$ cat config.mk
export PLATFORM = sky130hd
export DESIGN_NAME = cam_lookup_ctrl
export DESIGN_NICKNAME = d
export VERILOG_FILES = /design/src/rtl/cam_lookup_ctrl.sv
export SDC_FILE = /design/constraint.sdc
export NUM_CORES = 1
export LEC_CHECK = 0
export CAP_MARGIN = 20
export CELL_PAD_IN_SITES_DETAIL_PLACEMENT = 0
export CELL_PAD_IN_SITES_GLOBAL_PLACEMENT = 1
export CORE_ASPECT_RATIO = 1.1
export CORE_UTILIZATION = 34
export CTS_BUF_LIST = sky130_fd_sc_hd__clkbuf_4 sky130_fd_sc_hd__clkbuf_8 sky130_fd_sc_hd__clkbuf_16
export CTS_CLUSTER_SIZE = 24
export DETAILED_ROUTE_END_ITERATION = 7
export PLACE_DENSITY = 0.87
export SLEW_MARGIN = 5
export SYNTH_ARGS = -nofsm -noshare
export SYNTH_HDL_FRONTEND = slang
export SYNTH_SLANG_ARGS = --single-unit
$ cat constraint.sdc
create_clock -name clk -period 2.25 [get_ports clk]
set_input_delay 0.3375 -clock clk [delete_from_list [all_inputs] [get_ports clk]]
set_output_delay 0.3375 -clock clk [all_outputs]
set_load 0.02 [all_outputs]
$ cat src/rtl/cam_lookup_ctrl.sv
// cam_lookup_ctrl: sequences lookup and write commands from an upstream port
// onto an external CAM with a one-cycle registered lookup result, returns
// lookup results downstream and keeps saturating hit/miss statistics.
//
// Optional feature macro: CAM_LEARN_EN
//   When defined, every miss is followed by a LEARN cycle that writes the
//   missed key into the slot pointed to by a round-robin learn_ptr.
//
// Handshake rule for both the in_* and res_* ports: a beat transfers on a
// rising clk edge where valid and ready are both 1. The producer holds
// valid and keeps its payload stable until that edge. Ready never depends
// combinationally on valid.
module cam_lookup_ctrl #(
  parameter int NB_MEM = 14,
  parameter int CNT_W  = 8
) (
  input  logic             clk,
  input  logic             rst_n,
  // upstream command port
  input  logic             in_valid,
  output logic             in_ready,
  input  logic             in_wr,
  input  logic [7:0]       in_key,
  input  logic [4:0]       in_addr,
  // CAM side
  output logic             cam_enable,
  output logic             cam_write,
  output logic [4:0]       cam_addr,
  output logic [7:0]       cam_data,
  input  logic [4:0]       cam_out,
  input  logic             cam_found,
  // downstream result port
  output logic             res_valid,
  input  logic             res_ready,
  output logic             res_hit,
  output logic [4:0]       res_index,
  // statistics
  output logic [CNT_W-1:0] hit_cnt,
  output logic [CNT_W-1:0] miss_cnt,
  output logic             wr_err,
  // debug view of the controller state
  output logic [2:0]       dbg_state
);

`ifdef CAM_LEARN_EN
  typedef enum logic [2:0] {
    IDLE    = 3'd0,
    LOOKUP  = 3'd1,
    CAPTURE = 3'd2,
    RESP    = 3'd3,
    WRITE   = 3'd4,
    LEARN   = 3'd5
  } state_t;
`else
  typedef enum logic [2:0] {
    IDLE    = 3'd0,
    LOOKUP  = 3'd1,
    CAPTURE = 3'd2,
    RESP    = 3'd3,
    WRITE   = 3'd4
  } state_t;
`endif

  localparam logic [4:0]       NB_MEM_A = 5'(NB_MEM);
  localparam logic [CNT_W-1:0] CNT_MAX  = '1;

  state_t     state_q;
  state_t     state_d;
  logic [7:0] key_q;
  logic [4:0] addr_q;
  logic       accept;
  logic       wr_ok;

`ifdef CAM_LEARN_EN
  localparam logic [4:0] LAST_A = 5'(NB_MEM - 1);
  logic [4:0] learn_ptr;
`endif

  assign in_ready  = (state_q == IDLE);
  assign res_valid = (state_q == RESP);
  assign accept    = in_ready && in_valid;
  // Writes outside the CAM are refused at the door; the command kind is
  // captured by which state the FSM enters, so in_wr needs no own register.
  assign wr_ok     = (in_addr < NB_MEM_A);
  assign dbg_state = state_q;

  // State register.
  always_ff @(posedge clk or negedge rst_n) begin
    if (!rst_n) state_q <= IDLE;
    else        state_q <= state_d;
  end

  // Next-state decode and CAM drive; the CAM bus is idle-zero outside
  // LOOKUP, WRITE and LEARN.
  always_comb begin
    state_d    = state_q;
    cam_enable = 1'b0;
    cam_write  = 1'b0;
    cam_addr   = '0;
    cam_data   = '0;
    case (state_q)
      IDLE: begin
        if (in_valid) begin
          if (!in_wr)     state_d = LOOKUP;
          else if (wr_ok) state_d = WRITE;
        end
      end
      LOOKUP: begin
        cam_enable = 1'b1;
        cam_data   = key_q;
        state_d    = CAPTURE;
      end
      CAPTURE: state_d = RESP;
      RESP: begin
        if (res_ready) begin
`ifdef CAM_LEARN_EN
          state_d = res_hit ? IDLE : LEARN;
`else
          state_d = IDLE;
`endif
        end
      end
      WRITE: begin
        cam_write = 1'b1;
        cam_addr  = addr_q;
        cam_data  = key_q;
        state_d   = IDLE;
      end
`ifdef CAM_LEARN_EN
      LEARN: begin
        cam_write = 1'b1;
        cam_addr  = learn_ptr;
        cam_data  = key_q;
        state_d   = IDLE;
      end
`endif
      default: state_d = IDLE;
    endcase
  end

  // Command capture on acceptance and sticky write-error flag.
  always_ff @(posedge clk or negedge rst_n) begin
    if (!rst_n) begin
      key_q  <= '0;
      addr_q <= '0;
      wr_err <= 1'b0;
    end else if (accept) begin
      key_q  <= in_key;
      addr_q <= in_addr;
      if (in_wr && !wr_ok) wr_err <= 1'b1;
    end
  end

  // Result capture and saturating statistics, both taken in CAPTURE.
  always_ff @(posedge clk or negedge rst_n) begin
    if (!rst_n) begin
      res_hit   <= 1'b0;
      res_index <= '0;
      hit_cnt   <= '0;
      miss_cnt  <= '0;
    end else if (state_q == CAPTURE) begin
      res_hit <= cam_found;
      if (cam_found) begin
        res_index <= cam_out;
        if (hit_cnt != CNT_MAX) hit_cnt <= hit_cnt + CNT_W'(1);
      end else begin
`ifdef CAM_LEARN_EN
        // A miss reports the slot the following LEARN cycle will fill.
        res_index <= learn_ptr;
`else
        res_index <= '0;
`endif
        if (miss_cnt != CNT_MAX) miss_cnt <= miss_cnt + CNT_W'(1);
      end
    end
  end

`ifdef CAM_LEARN_EN
  // Round-robin learn pointer, advanced only by LEARN cycles.
  always_ff @(posedge clk or negedge rst_n) begin
    if (!rst_n) begin
      learn_ptr <= '0;
    end else if (state_q == LEARN) begin
      learn_ptr <= (learn_ptr == LAST_A) ? '0 : learn_ptr + 5'd1;
    end
  end
`endif

endmodule

==> metrics.txt <==
layout cells sized above 1 19.1%; # IOs 67; vias 1491; Post-Syn Area 0.00187 sq mm; Tightest Pin Transition 0.848 ns; DIE AREA 0.00581 sq mm; Root Driver clkbuf_8; routability cong. 0.807; die height 79.9 um; Mapped Nets 195; Cells after Synth 169; Routed wire per std cell 13.0 um; Pre-Repair DR Iteration Count 4; Synthesis Warnings 0; TritonCTS Sinks 39; Static Leak 0.00134 uW; Clk network pwr share 14.3%; hold_buf cts 0; CP peak stage delay 0.59 ns; Max Clock Freq 0.466 GHz; Pwr Total 3340 uW; minimum clock period 2.14 ns; status finished clean; post-synth top area share 52.1%; Net Sw Power 1260 uW; CORE AREA 0.00517 sq mm; register share of total power 37.4%; initial antenna violation count 0; final hold viol count 0; Arrival @ worst endpoint 1.81 ns; Max IR drop VDD 0.565 mV; Final ANT Viol Nets 0; Max Cap Viol 0; CP max FO 9; top cells by area, synth dfrtp_1, mux2_2, nand2_1; critical path required time 1.91 ns; GRT Residual Overflow 0; CTS tree done; Hold Crit Class in2async; RSZ-0062 raised after global routing no; # fillers 464; CTS max path bufs 2; vias in the first global route 1428; placed instance area 0.00264 sq mm; most frequent cells in the layout clkdlybuf4s50_1, dfrtp_1, nand2_1; hpwl dp 3020 um; Final Cycle Share 95.3%; area leader, netlist dfrtp_1; setup TNS 0 ns; Via density 4.69; design area 0.00278 sq mm; area of the multi-input gates 860 sq um; Cell Chain, Critical Path nor2_4 -> and3_1 -> clkdlybuf4s50_1; DRC 0; FF+latch area 976 sq um; initial DRC count 61; Crit-path slowest cell clkdlybuf4s50_1; cell row count 27; sw frac 37.9%; WS Path Type reg2out; Slew HR 43.4%; Initial Util 36.3%; CP endpoint kind primary output; Logic pwr share 48.3%; Avg Cell Area, Syn 11.1 sq um; largest net degree at the start of global routing 40; global-route usage over all layers 15.2%; Pint 2070 uW; first-pass GRT wire length 6780 um; hold_ws 0.153 ns; Clk Latency, worst-skew pair 0.28 ns; clk slew on worst S/H paths 0.07 ns; fin nets 271; Pwr per Cell Area 1200 mW/mm^2; final WL 4130 um; count of final setup violators 0; PortBufs 66; Setup Skew 0.00312 ns; area delta synth->final 48.3%; Worst setup SP type register; synth unique cells 38; commonest non-fill, non-tap cell in the layout clkdlybuf4s50_1; Die X-Extent 72.8 um; Yosys reg bits 39; Ant. Diodes 0; setup slack, reg-to-reg 0.31 ns; TritonCTS buffer count 5; register area share after synthesis 52.1%; Slew Viols, Final 0; H-tree Lvls 2
critical path: cells and delay by family, from the launching register on:
kind	cells	cell delay, ns
DFF	1	0.53
buffers and inverters	1	0.59
and+or+nand+nor	2	0.40
layout make-up:
type / count / area share, %
well taps: 72 / 3.24
flip-flops and latches: 39 / 35.1
clock buffers: 7 / 3.02
multi-input cells: 120 / 30.9
clock inverters: 1 / 0.180
repair buffers: 76 / 27.1
inverters: 3 / 0.405
layer usage:
layer / global-route usage, % / vias to the layer above / wire length (um)
met5: 0 / - / 0
met4: 5.29 / 0 / 34
met3: 3.79 / 2 / 217
met2: 25.7 / 42 / 2030
met1: 18.8 / 701 / 1850
li1: - / 746 / -
synth_stat cells (all sizes together):
master,number
nor4b,1
inv,3
a31oi,2
nand2b,3
buf,4
and3b,1
dfrtp,39
and2,9
nor2b,1
a41o,1
nor3b,2
nor3,9
nor4,1
mux2,18
and4bb,1
o2111a,1
nand2,22
o21ai,5
or3b,1
nor2,7
a31o,1
clkbuf,3
nand3,2
ha,2
xor2,2
a21oi,9
a21o,1
nand4,3
o21ba,1
a41oi,1
xnor2,4
and3,8
and4,1
timing repair:
| action | 4_1_cts | 5_1_grt |
|---|---|---|
| resized for setup | 2 | 10 |
| buffers inserted | 0 | 2 |
| setup endpoints to repair | 14 | 15 |
| pin swaps | 0 | 0 |
registers in the layout (all words and copies together), names as in the netlist:
signal	flops
res_hit	1
hit_cnt	8
key_q	8
addr_q	5
dbg_state	3
wr_err	1
miss_cnt	8
res_index	5
through the flow:
stage               utilization (%)  std cells  setup slack (ns)
floorplan                         -        169             0.462
global placement               51.1        308             0.178
detailed placement             51.1        308             0.125
CTS                            52.9        316           0.00353
global route                   53.8        318           0.00336
finish                         53.8        318             0.105
power by group through the flow:
stage | logic (uW) | clock network, uW | registers (uW)
2_1_floorplan | 726 | 0 | 1410
4_1_cts | 1630 | 496 | 1250
5_1_grt | 1760 | 534 | 1300
3_3_place_gp | 1590 | 0 | 1250
3_5_place_dp | 1620 | 0 | 1250
6_report | 1610 | 479 | 1250
kinds of logic (layout without fill, tap and decap cells):
family	count (synthesis)	count (layout)	share of synthesized area, %
flops	39	39	52.1
simple gates	72	72	23.0
buf+inv	10	87	2.60
mux	18	18	10.8
fa+ha+maj	2	2	1.33
xor+xnor	6	6	2.80
compound gates	22	22	7.41
final timing paths:
kind / start / endpoint / cells past startpoint
setup / recovery: dbg_state[1] / cam_addr[0] / 3
hold / removal: rst_n / res_index[1] / 1
setup reg to reg: dbg_state[1] / hit_cnt[6] / 5
hold reg to reg: res_hit / res_hit / 1
max in group asynchronous: rst_n / key_q[4] / 1
min in group clk: res_hit / res_hit / 1
Power figures use the tool's default switching activity.
